<file path="config.mk">
export PLATFORM = sky130hd
export DESIGN_NAME = bus_sequencer
export DESIGN_NICKNAME = d
export VERILOG_FILES = /design/src/rtl/digiac_pkg.sv /design/src/rtl/phase_gen.sv /design/src/rtl/bus_sequencer.sv
export SDC_FILE = /design/constraint.sdc
export NUM_CORES = 1
export LEC_CHECK = 0
export BUFFER_PORTS_ARGS = -buffer_cell sky130_fd_sc_hd__buf_4
export CORE_MARGIN = 3
export CORE_UTILIZATION = 43
export CTS_CLUSTER_DIAMETER = 100
export DETAILED_ROUTE_END_ITERATION = 8
export GPL_ROUTABILITY_DRIVEN = 0
export PLACE_DENSITY = 0.85
export SLEW_MARGIN = 30
export SYNTH_ARGS = -nofsm -noshare
export SYNTH_HDL_FRONTEND = slang
export SYNTH_SLANG_ARGS = --single-unit
</file>
<file path="constraint.sdc">
create_clock -name clk -period 2.9 [get_ports clk]
set_input_delay 0 -clock clk [delete_from_list [all_inputs] [get_ports clk]]
set_output_delay 0 -clock clk [all_outputs]
set_load 0.02 [all_outputs]
</file>
<file path="src/rtl/digiac_pkg.sv">
// Shared types and default timing constants for the 65C02 bus sequencer.
package digiac_pkg;

  typedef enum logic [1:0] {
    ST_RUN    = 2'd0,
    ST_HALTED = 2'd1,
    ST_STEP   = 2'd2
  } seq_state_e;

  localparam int unsigned DIV_DEF       = 16;
  localparam int unsigned VIA_DIV_DEF   = 4;
  localparam int unsigned DMA_PHASE_DEF = 8;
  localparam int unsigned RAM_AW        = 13;

endpackage

</file>
<file path="src/rtl/phase_gen.sv">
// Frame phase counter with the free-running VIA enable and the trace phi2 strobe.
module phase_gen
  import digiac_pkg::*;
#(
  parameter int unsigned DIV     = DIV_DEF,
  parameter int unsigned VIA_DIV = VIA_DIV_DEF,
  parameter int unsigned PW      = $clog2(DIV)
) (
  input  logic          clk,
  input  logic          reset,
  input  logic          go_i,
  output logic [PW-1:0] ph_o,
  output logic          decide_o,
  output logic          via_clken_o,
  output logic          phi2_o
);

  localparam logic [PW-1:0] PH_LAST  = PW'(DIV - 1);
  localparam logic [PW-1:0] PH_HALF  = PW'(DIV / 2 - 1);
  localparam logic [PW-1:0] VIA_MASK = PW'(VIA_DIV - 1);

  logic [PW-1:0] ph_q, ph_d;
  logic          via_q, via_d;
  logic          phi2_q, phi2_d;

  assign decide_o    = (ph_q == PH_LAST);
  assign ph_o        = ph_q;
  assign via_clken_o = via_q;
  assign phi2_o      = phi2_q;

  // phi2 rises with a granted CPU cycle and falls at mid-frame
  always_comb begin
    ph_d   = ph_q + PW'(1);
    via_d  = ((ph_d & VIA_MASK) == {PW{1'b0}});
    phi2_d = phi2_q;
    if (decide_o) begin
      phi2_d = go_i;
    end else if (ph_q == PH_HALF) begin
      phi2_d = 1'b0;
    end else begin
      phi2_d = phi2_q;
    end
  end

  always_ff @(posedge clk or posedge reset) begin
    if (reset) begin
      ph_q   <= {PW{1'b0}};
      via_q  <= 1'b0;
      phi2_q <= 1'b0;
    end else begin
      ph_q   <= ph_d;
      via_q  <= via_d;
      phi2_q <= phi2_d;
    end
  end

endmodule

</file>
<file path="src/rtl/bus_sequencer.sv">
// Bus timing, halt/single-step control and CPU/DMA sharing of the single RAM port.
module bus_sequencer
  import digiac_pkg::*;
#(
  parameter int unsigned DIV       = DIV_DEF,
  parameter int unsigned VIA_DIV   = VIA_DIV_DEF,
  parameter int unsigned DMA_PHASE = DMA_PHASE_DEF,
  parameter int unsigned AW        = RAM_AW
) (
  input  logic          clk,
  input  logic          reset,
  input  logic          halt_req,
  input  logic          step,
  input  logic          cpu_sync,
  output logic          cpu_clken,
  output logic          cpu_clken1,
  output logic          via_clken,
  output logic          phi2,
  output logic          halted,
  input  logic          cpu_ram_sel,
  input  logic          cpu_ram_we,
  input  logic [AW-1:0] cpu_ram_addr,
  input  logic [7:0]    cpu_ram_wdata,
  input  logic          dma_req,
  input  logic          dma_we,
  input  logic [AW-1:0] dma_addr,
  input  logic [7:0]    dma_wdata,
  output logic          dma_ack,
  output logic [7:0]    dma_rdata,
  output logic          ram_en,
  output logic          ram_we,
  output logic [AW-1:0] ram_addr,
  output logic [7:0]    ram_wdata,
  input  logic [7:0]    ram_rdata
);

  localparam int unsigned   PW     = $clog2(DIV);
  localparam logic [PW-1:0] DMA_PH = PW'(DMA_PHASE);

  logic [PW-1:0] ph_s;
  logic          decide_s;
  logic          go_s;
  seq_state_e    state_q, state_d;
  logic          step_pend_q, step_pend_d;
  logic          step_done_q, step_done_d;
  logic          clken_q, clken1_q;
  logic          dma_grant_s;
  logic          dma_p1_q, dma_rd_p1_q, dma_ack_q;
  logic [7:0]    dma_rdata_q, dma_rdata_d;

  phase_gen #(.DIV(DIV), .VIA_DIV(VIA_DIV), .PW(PW)) u_phase (
    .clk        (clk),
    .reset      (reset),
    .go_i       (go_s),
    .ph_o       (ph_s),
    .decide_o   (decide_s),
    .via_clken_o(via_clken),
    .phi2_o     (phi2)
  );

  // frame decision: state only moves, and go only matters, at the last phase
  always_comb begin
    state_d = state_q;
    go_s    = 1'b0;
    if (decide_s) begin
      case (state_q)
        ST_RUN: begin
          if (halt_req && cpu_sync) begin
            state_d = ST_HALTED;
            go_s    = 1'b0;
          end else begin
            go_s    = 1'b1;
          end
        end
        ST_HALTED: begin
          if (!halt_req) begin
            state_d = ST_RUN;
            go_s    = 1'b1;
          end else if (step_pend_q || step) begin
            state_d = ST_STEP;
            go_s    = 1'b1;
          end else begin
            go_s    = 1'b0;
          end
        end
        ST_STEP: begin
          if (!halt_req) begin
            state_d = ST_RUN;
            go_s    = 1'b1;
          end else if (cpu_sync && step_done_q) begin
            state_d = ST_HALTED;
            go_s    = 1'b0;
          end else begin
            go_s    = 1'b1;
          end
        end
        default: begin
          state_d = ST_RUN;
          go_s    = 1'b0;
        end
      endcase
    end else begin
      state_d = state_q;
    end
  end

  // step requests are only remembered while parked in HALTED
  always_comb begin
    step_pend_d = 1'b0;
    step_done_d = 1'b0;
    if ((state_q == ST_HALTED) && (state_d == ST_HALTED)) begin
      step_pend_d = step_pend_q | step;
    end else begin
      step_pend_d = 1'b0;
    end
    if (state_q == ST_STEP) begin
      step_done_d = step_done_q | clken_q;
    end else begin
      step_done_d = 1'b0;
    end
  end

  assign dma_grant_s = (ph_s == DMA_PH) && dma_req && !dma_p1_q && !dma_ack_q;

  always_comb begin
    dma_rdata_d = dma_rdata_q;
    if (dma_rd_p1_q) begin
      dma_rdata_d = ram_rdata;
    end else begin
      dma_rdata_d = dma_rdata_q;
    end
  end

  always_ff @(posedge clk or posedge reset) begin
    if (reset) begin
      state_q     <= ST_RUN;
      step_pend_q <= 1'b0;
      step_done_q <= 1'b0;
      clken_q     <= 1'b0;
      clken1_q    <= 1'b0;
      dma_p1_q    <= 1'b0;
      dma_rd_p1_q <= 1'b0;
      dma_ack_q   <= 1'b0;
      dma_rdata_q <= 8'h00;
    end else begin
      state_q     <= state_d;
      step_pend_q <= step_pend_d;
      step_done_q <= step_done_d;
      clken_q     <= go_s;
      clken1_q    <= clken_q;
      dma_p1_q    <= dma_grant_s;
      dma_rd_p1_q <= dma_grant_s & ~dma_we;
      dma_ack_q   <= dma_p1_q;
      dma_rdata_q <= dma_rdata_d;
    end
  end

  // CPU slot (phase 1) and DMA slot never coincide
  always_comb begin
    ram_en    = 1'b0;
    ram_we    = 1'b0;
    ram_addr  = {AW{1'b0}};
    ram_wdata = 8'h00;
    if (clken1_q) begin
      ram_en    = 1'b1;
      ram_we    = cpu_ram_we & cpu_ram_sel;
      ram_addr  = cpu_ram_addr;
      ram_wdata = cpu_ram_wdata;
    end else if (dma_grant_s) begin
      ram_en    = 1'b1;
      ram_we    = dma_we;
      ram_addr  = dma_addr;
      ram_wdata = dma_wdata;
    end else begin
      ram_en    = 1'b0;
    end
  end

  assign cpu_clken  = clken_q;
  assign cpu_clken1 = clken1_q;
  assign halted     = (state_q == ST_HALTED);
  assign dma_ack    = dma_ack_q;
  assign dma_rdata  = dma_rdata_q;

endmodule

</file>
Yosys cells after proc, flatten, opt, wreduce, memory -nomap -nowiden
Index checks and enable logic that the tools add are counted.
{"block": "classes", "reduce_logical": 12, "muxes": 26, "n_addsub": 1, "n_eq_ne": 6, "bitwise": 5}
{"cell": "2-to-1 mux 13 bit", "count": 2}
{"cell": "2-to-1 mux 8 bit", "count": 2}
{"cell": "2-to-1 mux 1 bit", "count": 14}
{"cell": "2-to-1 mux 2 bit", "count": 6}
{"cell": "== test 4 bit (second input constant)", "count": 2}
{"cell": "logical AND 1 bit", "count": 6}
{"cell": "one-hot mux 2 bit (3 select lines)", "count": 1}
{"cell": "adder 4 x 1 -> 4 bit (second input constant)", "count": 1}
{"cell": "== test 2 x 1 -> 1 bit (second input constant)", "count": 2}
{"cell": "== test 4 x 3 -> 1 bit (second input constant)", "count": 1}
{"cell": "logical NOT 4 bit", "count": 1}
{"cell": "one-hot mux 1 bit (3 select lines)", "count": 1}
{"cell": "AND 1 bit", "count": 2}
{"cell": "== test 2 bit (second input constant)", "count": 1}
{"cell": "logical NOT 1 bit", "count": 2}
{"cell": "logical NOT 2 bit", "count": 1}
{"cell": "OR 1 bit", "count": 2}
{"cell": "nonzero test 2 bit", "count": 1}
{"cell": "logical OR 1 bit", "count": 1}
{"cell": "inverter 1 bit", "count": 1}
{"block": "word_totals", "input_bits": 59, "out_inout_bits": 37, "reg_bits": 23}

Logic depth before layout (Yosys ltp)
Gate-level depths: netlist of the first run.
{"block": "depth", "depth_word": 8, "depth_mapped": 7}

Cells and area by module
From an unflattened synthesis of the first run, not the netlist that was laid out.
{"block": "unflattened", "hier_cells": 139, "area_unflattened_um2": 1333.8}
{"mod": "bus_sequencer", "cells_per_inst": 124, "area_per_inst_um2": 1116.1, "instances": 1, "seq_area_each_um2": 425.4}
{"mod": "phase_gen", "cells_per_inst": 15, "area_per_inst_um2": 217.7, "instances": 1, "seq_area_each_um2": 150.1}

Worst setup path before layout of the first run
Ideal clock, no wire load.
{"block": "synth_path", "kind": "register -> output", "startpoint": "register u_phase.ph_q[0], in the netlist u_phase.ph_o[0]", "endpoint": "output ram_addr[12]", "arrival_time_ps": 1523, "slack_ps": 1377, "path_stages_with_launch": 7, "path_buffers": 0, "t_required_ps": 2900, "cell_sequence": "dfrtp_1 > inv_1 > ha_1 > nand4b_4 > nor3_4 > nand2_1 > o21ai_0"}
{"block": "synth_via", "elab_chain_cells": 6}
{"element": "start, declared", "line_no": "phase_gen.sv:22", "rtl": "logic [PW-1:0] ph_q, ph_d;"}
{"element": "start signal, assigned", "line_no": "phase_gen.sv:47", "rtl": "ph_q <= {PW{1'b0}};"}
{"element": "start signal, assigned", "line_no": "phase_gen.sv:51", "rtl": "ph_q <= ph_d;"}
{"element": "== test 4 bit", "line_no": "bus_sequencer.sv:123", "rtl": "assign dma_grant_s = (ph_s == DMA_PH) && dma_req && !dma_p1_q && !dma_ack_q;"}
{"element": "logical AND 1 bit (3 in series)", "line_no": "bus_sequencer.sv:123"}
{"element": "2-to-1 mux 13 bit", "line_no": "bus_sequencer.sv:169", "rtl": "end else if (dma_grant_s) begin"}
{"element": "2-to-1 mux 13 bit", "line_no": "bus_sequencer.sv:164", "rtl": "if (clken1_q) begin"}
{"element": "end, declared", "line_no": "bus_sequencer.sv:32", "rtl": "output logic [AW-1:0] ram_addr,"}
Every way passes these cells.

Worst setup path after layout of the first run
{"block": "layout_path", "startpoint": "register u_phase.ph_q[0], in the netlist u_phase.ph_o[0]", "endpoint": "output ram_we"}
{"block": "layout_via", "elab_chain_cells": 6}
{"element": "== test 4 bit", "line_no": "bus_sequencer.sv:123"}
{"element": "logical AND 1 bit (3 in series)", "line_no": "bus_sequencer.sv:123"}
{"element": "2-to-1 mux 1 bit", "line_no": "bus_sequencer.sv:169"}
{"element": "2-to-1 mux 1 bit", "line_no": "bus_sequencer.sv:164"}
{"element": "end, declared", "line_no": "bus_sequencer.sv:31", "rtl": "output logic ram_we,"}
Every way passes these cells.

==> metrics.md, run 1 <==
| Metric | Value |
|---|---|
| Detail Placement HPWL | 2880 um |
| Worst vdd ir | 0.319 mV |
| Die Span Y | 60.2 um |
| Layout Nets | 308 |
| DR pass1 iterations | 4 |
| Worst hold path type | in2reg |
| Clock buffer depth | 2 |
| Fraction of layout cells with a size suffix above 1 | 49.2% |
| Setup violators final | 0 |
| Antenna diode count | 0 |
| DP Worst Slack | 1000 ps |
| Status | finished, final reports clean |
| Reg clk slew, reported paths | 110 ps |
| CP max stage cell | nor3_4 |
| Hold_ws | 85.1 ps |
| Library cells used by synthesis | 29 |
| Crit path DAT | 2260 ps |
| Max-cap viol count | 0 |
| TritonCTS Buffers | 3 |
| Sw power | 0.235 mW |
| Most frequent cells in the layout | buf_4, nand2_1, dfrtp_1 |
| Vias in the first global route | 1209 |
| Clk_lat worst skew | 300 ps |
| DR vias | 1336 |
| Fin cells | 277 |
| Max Clock Freq | 0.442 GHz |
| IO Pins | 96 |
| Clk root buf | clkbuf_4 |
| Crit-path max cell delay | 620 ps |
| YS warnings | 0 |
| CTS Sinks | 23 |
| Post-CTS Setup Bufs | 0 |
| CP Max Fanout | 24 |
| DRC violations left | 0 |
| DR vias/cell | 4.82 |
| Pin count of the biggest net entering global routing | 25 |
| TritonCTS clock tree | built |
| First-pass GRT wire length | 5570 um |
| Final hold vios | 0 |
| H-tree levels | 1 |
| Port Buffers | 95 |
| Fin crit share | 78.0% |
| Synth Instances | 140 |
| Internal power | 0.534 mW |
| Power per cell area | 360 nW/um2 |
| Syn_area_per_cell | 9.02 um2 |
| Initial Utilization | 45.4% |
| Initial DRC Count | 39 |
| Die X | 60.2 um |
| Commonest non-fill, non-tap cell in the layout | buf_4 |
| Setup CP Type | reg2out |
| Max-slew violations | 0 |
| Grt total ovfl | 0 |
| # rows | 19 |
| Core ar. | 2780 um2 |
| Initial antenna violation count | 0 |
| Synth Cell Area | 1260 um2 |
| Crit path launch type | register |
| CP required | 2900 ps |
| Cts repair resizes | 0 |
| Layout Utilization | 76.9% |
| RSZ-0062 raised after global routing | false |
| Gr usage total | 20.4% |
| Inst Count DP | 260 |
| Clock power frac | 18.1% |
| Final WS setup | 637 ps |
| Relative slew slack | 45.8% |
| Register area share after synthesis | 45.6% |
| Synth Register Bits | 23 |
| Net Sw Frac | 30.6% |
| Least-Margin Pin Slew | 812 ps |
| Die ar. | 3620 um2 |
| Logic pwr share | 35.8% |
| Syn_nets | 201 |
| Final setup TNS | 0 ps |
| Critical Path Sink Type | output port |
| Seq pwr share | 46.1% |
| Crit path cell chain | inv_1 > ha_1 > nand4b_4 > nor3_4 > nand2_1 > o21ai_0 > buf_4 |
| Area Overhead vs Synth | 69.5% |
| Final min period | 2260 ps |
| Final ANT Viol Nets | 0 |
| DRT Wirelength | 3870 um |
| WL/cell | 14.0 um |
| LEAKAGE | 1.09 nW |
| Setup Skew | 1.69 ps |
[worst max-delay path, delay by kind of cell, from the launching register on]
family / cells / cell delay, ps
compound gates: 1 / 210
fa+ha+maj: 1 / 210
buf+inv: 2 / 280
flops: 1 / 410
simple gates: 3 / 850
[final timing paths]
check	start	end	slack, ps	depth (start not counted)
min in group asynchronous	reset	step_done_q	410	3
setup reg to reg	u_phase.ph_o[0]	dma_rd_p1_q	1260	5
setup / recovery	u_phase.ph_o[0]	ram_we	640	7
max in group asynchronous	reset	dma_p1_q	1990	3
hold reg to reg	cpu_clken	cpu_clken1	420	0
hold / removal	dma_req	dma_p1_q	90	3
[synth_stat cells]
cell type  number  area [um2]
xor2_1          1        8.76
a31o_2          1        8.76
a21o_1          1        7.51
or3b_1          1        8.76
nor2_1          3        11.3
o21ai_1         9        45.0
or2_2           1        6.26
nor4_1          1        6.26
a21oi_1         2        10.0
buf_6           2        22.5
nand4b_4        1        23.8
o21a_1          1        7.51
nand2b_1        2        12.5
o31ai_1         1        7.51
inv_1           3        11.3
buf_2           1        5.00
nand3_1         4        20.0
dfrtp_1        23         576
o21ai_2         9        78.8
clkbuf_1        5        18.8
mux2_2          8        90.1
o211ai_1        1        7.51
and2_1          1        6.26
xnor2_1         1        8.76
nor3_4          1        16.3
nor2b_1         1        6.26
o21ai_0         6        30.0
nand2_1        47         176
ha_1            2        25.0
[layer usage]
| metal | vias to the layer above | global-route usage (%) | part of all wire [%] |
|---|---|---|---|
| met5 | - | 0 | 0 |
| met4 | 0 | 2.85 | 0.26 |
| met3 | 2 | 5.40 | 10 |
| met2 | 57 | 39.2 | 54 |
| met1 | 600 | 22.6 | 35 |
| li1 | 677 | - | - |
[state kept, by name (all words and copies together), names as in the netlist]
register / cells
dma_rdata: 8
u_phase.ph_o: 4
state_q: 2
cpu_clken: 1
cpu_clken1: 1
dma_ack: 1
dma_p1_q: 1
dma_rd_p1_q: 1
step_done_q: 1
step_pend_q: 1
u_phase.phi2_o: 1
u_phase.via_clken_o: 1
[cell families after synthesis]
logic type / after synthesis / share of synthesized area (%)
muxes: 8 / 7.14
and+or+nand+nor: 63 / 23.3
buffers and inverters: 11 / 4.56
xor gates and xnor gates: 2 / 1.39
AOI/OAI and AO/OA: 31 / 16.1
adders and majority gates: 2 / 1.98
DFF: 23 / 45.6
[power groups by stage]
stage          clock network, mW  logic, mW  registers [mW]
2_1_floorplan                  0      0.113           0.367
3_3_place_gp                   0      0.258           0.360
3_5_place_dp                   0      0.262           0.361
4_1_cts                    0.142      0.275           0.355
5_1_grt                    0.160      0.295           0.358
6_report                   0.139      0.275           0.355
[metrics by stage]
| step | instance area [um2] | power (mW) |
|---|---|---|
| floorplan | 1260 | 0.480 |
| global placement | 1980 | 0.618 |
| detailed placement | 1980 | 0.623 |
| CTS | 2140 | 0.772 |
| global route | 2140 | 0.812 |
| finish | 2140 | 0.769 |
[repair_timing]
action                     CTS  global route
hold endpoints to repair    34             0
setup endpoints to repair    0             0
hold buffers                13             0
[area by class of cell]
class / count / area (um2)
inverter: 3 / 11.3
tap: 31 / 38.8
timing repair buffer: 110 / 858
multi-input combinational: 106 / 629
fill: 218 / 642
sequential: 23 / 576
clock buffer: 4 / 26.3
No activity file was read; power rests on OpenSTA's default activity.
==> run 2, diff against run 1 <==
CORE_UTILIZATION = 36   (was 43)
PLACE_DENSITY = 0.76   (was 0.85)
clock period = 2 ns   (was 2.9 ns; I/O delays follow)
==> metrics.md, run 2 (same netlist as run 1, synthesis figures left out) <==
| Metric | Value |
|---|---|
| DRC violations left | 0 (unchanged) |
| Layout Nets | 314 (+1.9%) |
| CP max stage cell | dfrtp_1 |
| Design Area, Final | 2270 um2 (+6.1%) |
| Final hold vios | 0 (unchanged) |
| Gr usage total | 17.9% (-2.5 points) |
| CP Max Fanout | 6 (-75%) |
| Max Clock Freq | 0.527 GHz |
| TritonCTS Buffers | 3 (unchanged) |
| IO Pins | 96 (unchanged) |
| Register area | 576 um2 (unchanged) |
| Initial antenna violation count | 0 (unchanged) |
| Crit path launch type | register |
| Fraction of layout cells with a size suffix above 1 | 52.0% (+2.8 points) |
| Antenna diode count | 0 (unchanged) |
| CTS Sinks | 23 (unchanged) |
| Worst Hold Path Cells | 3 (unchanged) |
| First-pass GRT wire length | 6020 um (+8.2%) |
| Core ar. | 3200 um2 (+15%) |
| Max reg flops | 8 (unchanged) |
| DP Worst Slack | 408 ps (-594 ps) |
| Layout Utilization | 70.9% (-6.1 points) |
| DR vias | 1388 (+3.9%) |
| Final min period | 1900 ps |
| Die ar. | 4250 um2 (+17%) |
| Max-slew violations | 0 (unchanged) |
| CP Buf/Inv Count | 4 (+2) |
| Die Span Y | 65.2 um (+8.4%) |
| Met2 Use GR | 34.6% (-4.6 points) |
| Worst vdd ir | 0.642 mV (+100%) |
| Status | finished, final reports clean |
| WL/cell | 13.9 um (-0.84%) |
| Area Overhead vs Synth | 79.8% |
| Crit path cell chain | inv_1 > ha_4 > nand4b_4 > nor3_4 > buf_6 > clkbuf_16 > nand2_1 > o21ai_0 > buf_4 |
| TritonCTS clock tree | built |
| DR vias/cell | 4.69 (-2.8%) |
| Clock buffer depth | 2 (unchanged) |
| Initial Utilization | 39.4% (-6.0 points) |
| Detail Placement HPWL | 2840 um (-1.2%) |
| Setup violators final | 0 (unchanged) |
| Worst hold path type | in2reg |
| Reg clk slew, reported paths | 110 ps (about the same) |
| Crit-path max cell delay | 390 ps (-230 ps) |
| Max-cap viol count | 0 (unchanged) |
| Reg2reg end | dma_rd_p1_q |
| Setup CP Type | reg2out |
| GRT met1 Usage | 19.5% (-3.1 points) |
| CP required | 2000 ps (-900 ps) |
| Least-Margin Pin Slew | 822 ps (+9.97 ps) |
| Fin crit share | 94.9% |
| Initial DRC Count | 40 (+2.6%) |
| Area of the multi-input gates | 646 um2 (+2.6%) |
| Die X | 65.2 um (+8.4%) |
| Reg2Reg Depth | 5 (unchanged) |
| Vias in the first global route | 1269 (+5.0%) |
| LEAKAGE | 1.14 nW (+4.2%) |
| Fin cells | 296 (+6.9%) |
| Dpl cell area | 2000 um2 (+0.82%) |
| DRT Wirelength | 4110 um (+6.0%) |
| # rows | 20 (+1) |
| Grt total ovfl | 0 (unchanged) |
| Most frequent cells in the layout | buf_4, nand2_1, dfrtp_1 |
| Hold EP | state_q[1] |
| DR pass1 iterations | 4 (unchanged) |
| Met3 usage | 5.81% (+0.41 points) |
| Critical Path Sink Type | output port |
| Setup Skew | 11.9 ps (+10.2 ps) |
| Final ANT Viol Nets | 0 (unchanged) |
| Inst Count DP | 273 (+5.0%) |
| Fill cells | 265 (+22%) |
| Clk_lat worst skew | 310 ps (about the same) |
| Pin count of the biggest net entering global routing | 47 (+88%) |
| Clk root buf | clkbuf_4 |
| Commonest non-fill, non-tap cell in the layout | buf_4 |
| Port Buffers | 95 (unchanged) |
| Final WS setup | 101 ps (-535 ps) |
| GRT Max-Usage Layer | met2 |
| Crit path max-delay family | buffers and inverters |
| Worst r2r src | u_phase.ph_o[1] |
| Relative slew slack | 45.2% (-0.67 points) |
| H-tree levels | 1 (unchanged) |
| Beginning of the worst hold path | halt_req |
| Crit path DAT | 1900 ps (-360 ps) |
| FF-to-FF setup slack | 470 ps (-790 ps) |
| Power per cell area | 492 nW/um2 (+37%) |
==> run 2: worst max path at each step <==
| stage | start | end | slack (ps) | cells past startpoint |
|---|---|---|---|---|
| 2_1_floorplan | u_phase.ph_o[0] | ram_addr[12] | 480 | 6 |
| 3_3_place_gp | u_phase.ph_o[0] | ram_wdata[0] | 470 | 8 |
| 3_5_place_dp | u_phase.ph_o[0] | ram_wdata[0] | 410 | 8 |
| 4_1_cts | u_phase.ph_o[0] | ram_wdata[0] | 50 | 8 |
| 5_1_grt | u_phase.ph_o[1] | ram_addr[10] | -30 | 9 |
| 6_report | u_phase.ph_o[1] | ram_wdata[7] | 100 | 9 |
==> run 2: worst min-delay path, stage by stage <==
cell,delay [ps]
buf_4,120
o211ai_1,80
o21ai_0,80
==> run 2: what timing repair did <==
item,in CTS,in global routing
hold buffers,13,0
resized for setup,0,11
setup buffers,0,4
endpoints found under the hold margin,33,0
setup endpoints to repair,0,22
==> run 2: power by group <==
part	internal, mW	switching, mW	total, mW
clock	0.0746	0.130	0.205
combinational	0.208	0.203	0.411
sequential	0.488	0.0136	0.501
==> run 2: metrics by stage <==
stage	setup TNS (ps)	power, mW	hold WS, ps
finish	0	1.12	25.5
floorplan	0	0.696	1.92
CTS	0	1.12	13.7
global route	-349	1.18	34.6
detailed placement	0	0.899	184
global placement	0	0.895	187
==> run 2: cell type report <==
cell class,instances,area share (%)
inverter,3,0.496
tap,44,2.43
multi-input combinational,106,28.4
clock buffer,3,0.992
sequential,23,25.4
timing repair buffer,116,42.1
clock inverter,1,0.221
==> run 2: layer usage <==
metal / vias to the layer above / wire, um
met5: - / 0
met4: 0 / 42
met3: 4 / 374
met2: 61 / 2210
met1: 623 / 1480
li1: 700 / -
==> run 3, diff against run 2 <==
CORE_UTILIZATION = 32   (was 36)
PLACE_DENSITY = 0.69   (was 0.76)
==> metrics.md, run 3 (same netlist as run 1, synthesis figures left out) <==
| Metric | Value |
|---|---|
| Status | finished, final reports clean |
| Seq pwr share | 42.5% (-2.4 points) |
| DR vias | 1290 (-7.1%) |
| Net Sw Frac | 29.3% (-1.8 points) |
| GRT Max-Usage Layer | met2 |
| Internal power | 0.836 mW (+8.7%) |
| Area of the multi-input gates | 629 um2 (-2.5%) |
| Initial Utilization | 33.7% (-5.7 points) |
| CP required | 2000 ps (about the same) |
| DR vias/cell | 4.43 (-5.5%) |
| Reg clk slew, reported paths | 70 ps (-40 ps) |
| Least-Margin Pin Slew | 819 ps (-2.34 ps) |
| Die Span Y | 68.8 um (+5.5%) |
| Detail Placement HPWL | 2530 um (-11%) |
| Commonest non-fill, non-tap cell in the layout | buf_4 |
| Crit path launch type | register |
| Port Buffers | 95 (unchanged) |
| Clk_lat worst skew | 260 ps (-50 ps) |
| Worst vdd ir | 0.640 mV (-0.29%) |
| Register area | 576 um2 (unchanged) |
| Max Clock Freq | 0.556 GHz (+5.6%) |
| WL/cell | 11.7 um (-16%) |
| Fill cells | 349 (+32%) |
| Worst hold path type | in2reg |
| First-pass GRT wire length | 4650 um (-23%) |
| Sw power | 0.346 mW (-0.27%) |
| Crit path DAT | 1800 ps (-100 ps) |
| Core ar. | 3740 um2 (+17%) |
| Initial antenna violation count | 0 (unchanged) |
| IO Pins | 96 (unchanged) |
| Fin crit share | 89.9% (-5.0 points) |
| Clk root buf | clkbuf_8 |
| Final setup TNS | 0 ps (unchanged) |
| Initial DRC Count | 33 (-18%) |
| Die ar. | 4730 um2 (+11%) |
| Setup CP Type | reg2out |
| Fraction of layout cells with a size suffix above 1 | 50.2% (-1.8 points) |
| Max reg flops | 8 (unchanged) |
| Pin count of the biggest net entering global routing | 46 (-2.1%) |
| Max-cap viol count | 0 (unchanged) |
| Grt total ovfl | 0 (unchanged) |
| Critical Path Sink Type | output port |
| Clock buffer depth | 2 (unchanged) |
| GRT met1 Usage | 14.2% (-5.3 points) |
| TritonCTS clock tree | built |
| DRT Wirelength | 3410 um (-17%) |
| Die X | 68.8 um (+5.5%) |
| Max-slew violations | 0 (unchanged) |
| Setup violators final | 0 (unchanged) |
| CP Max Fanout | 24 (+18) |
| Met2 Use GR | 23.6% (-11 points) |
| # rows | 22 (+10%) |
| Gr usage total | 13.0% (-4.9 points) |
| Area Overhead vs Synth | 72.3% |
| Clock power frac | 23.4% (+5.0 points) |
| DRC violations left | 0 (unchanged) |
| H-tree levels | 1 (unchanged) |
| LEAKAGE | 1.10 nW (-3.7%) |
| Final min period | 1800 ps (-100 ps) |
| Relative slew slack | 45.3% (+0.16 points) |
| Setup Skew | 2.66 ps (-9.21 ps) |
| RSZ-0062 raised after global routing | false |
| Final hold vios | 0 (unchanged) |
| TritonCTS Buffers | 3 (unchanged) |
| Vias in the first global route | 1062 (-16%) |
| Final ANT Viol Nets | 0 (unchanged) |
| Power per cell area | 543 nW/um2 (+10%) |
| Layout Utilization | 58.1% (-13 points) |
| Most frequent cells in the layout | buf_4, nand2_1, dfrtp_1 |
| CTS Sinks | 23 (unchanged) |
| Antenna diode count | 0 (unchanged) |
| DR pass1 iterations | 4 (unchanged) |
| Layout Nets | 305 (-2.9%) |
| Met3 usage | 5.02% (-0.79 points) |
| Logic pwr share | 34.1% (-2.7 points) |
-- run 3: changes by cell type in the layout (fill, tap and decap cells not counted), moves of 2 or more --
cell / delta
clkbuf_8: +3
clkbuf_4: -3
dlygate4sd3_1: -3
clkbuf_16: -2
o21ai_0: +2
buf_4: -4
-- run 3: final timing paths --
kind / from / endpoint / slack (ps) / cells past startpoint
setup / recovery: u_phase.ph_o[0] / ram_wdata[7] / 200 / 8
hold / removal: cpu_sync / state_q[0] / 20 / 3
setup reg to reg: u_phase.ph_o[1] / state_q[0] / 730 / 4
hold reg to reg: cpu_clken / cpu_clken1 / 420 / 0
max in group asynchronous: reset / state_q[0] / 1030 / 3
min in group asynchronous: reset / dma_rdata[6] / 460 / 3
-- run 3: layout make-up --
type / instances / share of cell area, %
multi-input combinational: 106 / 28.9
tap: 48 / 2.76
clock buffer: 3 / 1.90
timing repair buffer: 107 / 39.2
sequential: 23 / 26.5
clock inverter: 1 / 0.230
inverter: 3 / 0.518
-- run 3: power groups by stage --
stage,combinational [mW],clock (mW),sequential (mW)
after floorplan,0.163,0,0.533
after global placement,0.389,0,0.511
after detailed placement,0.390,0,0.511
after CTS,0.407,0.291,0.502
after global routing,0.437,0.313,0.505
final,0.404,0.277,0.502
-- run 3: metrics by stage --
stage	area, um2	worst slack [ps]	power, mW	instances	hold slack (ps)
4_1_cts	2160	96.5	1.20	291	13.6
3_3_place_gp	2020	474	0.900	277	187
2_1_floorplan	1260	477	0.696	140	1.92
3_5_place_dp	2020	397	0.902	277	181
6_report	2180	202	1.18	291	23.1
5_1_grt	2180	26.4	1.26	291	18.9
-- run 3: worst max-delay path: stages (launching register included) --
cell      delay (ps)
dfrtp_1          410
inv_1             80
ha_1             190
nand4b_4         130
nor3_4           160
buf_12           180
nand2_1           60
o21ai_0          150
buf_4            170
-- run 3: repair_timing --
action / 4_1_cts / 5_1_grt
gates resized for setup: 0 / 4
endpoints found under the setup margin: 0 / 3
hold buffers: 10 / 0
setup buffers: 0 / 0
hold endpoints to repair: 32 / 0
-- run 3: routing by layer --
metal  part of all wire, %  vias up
li1                      -      679
met1                    37      562
met5                     0        -
met3                    11        4
met4                  0.97        0
met2                    51       45
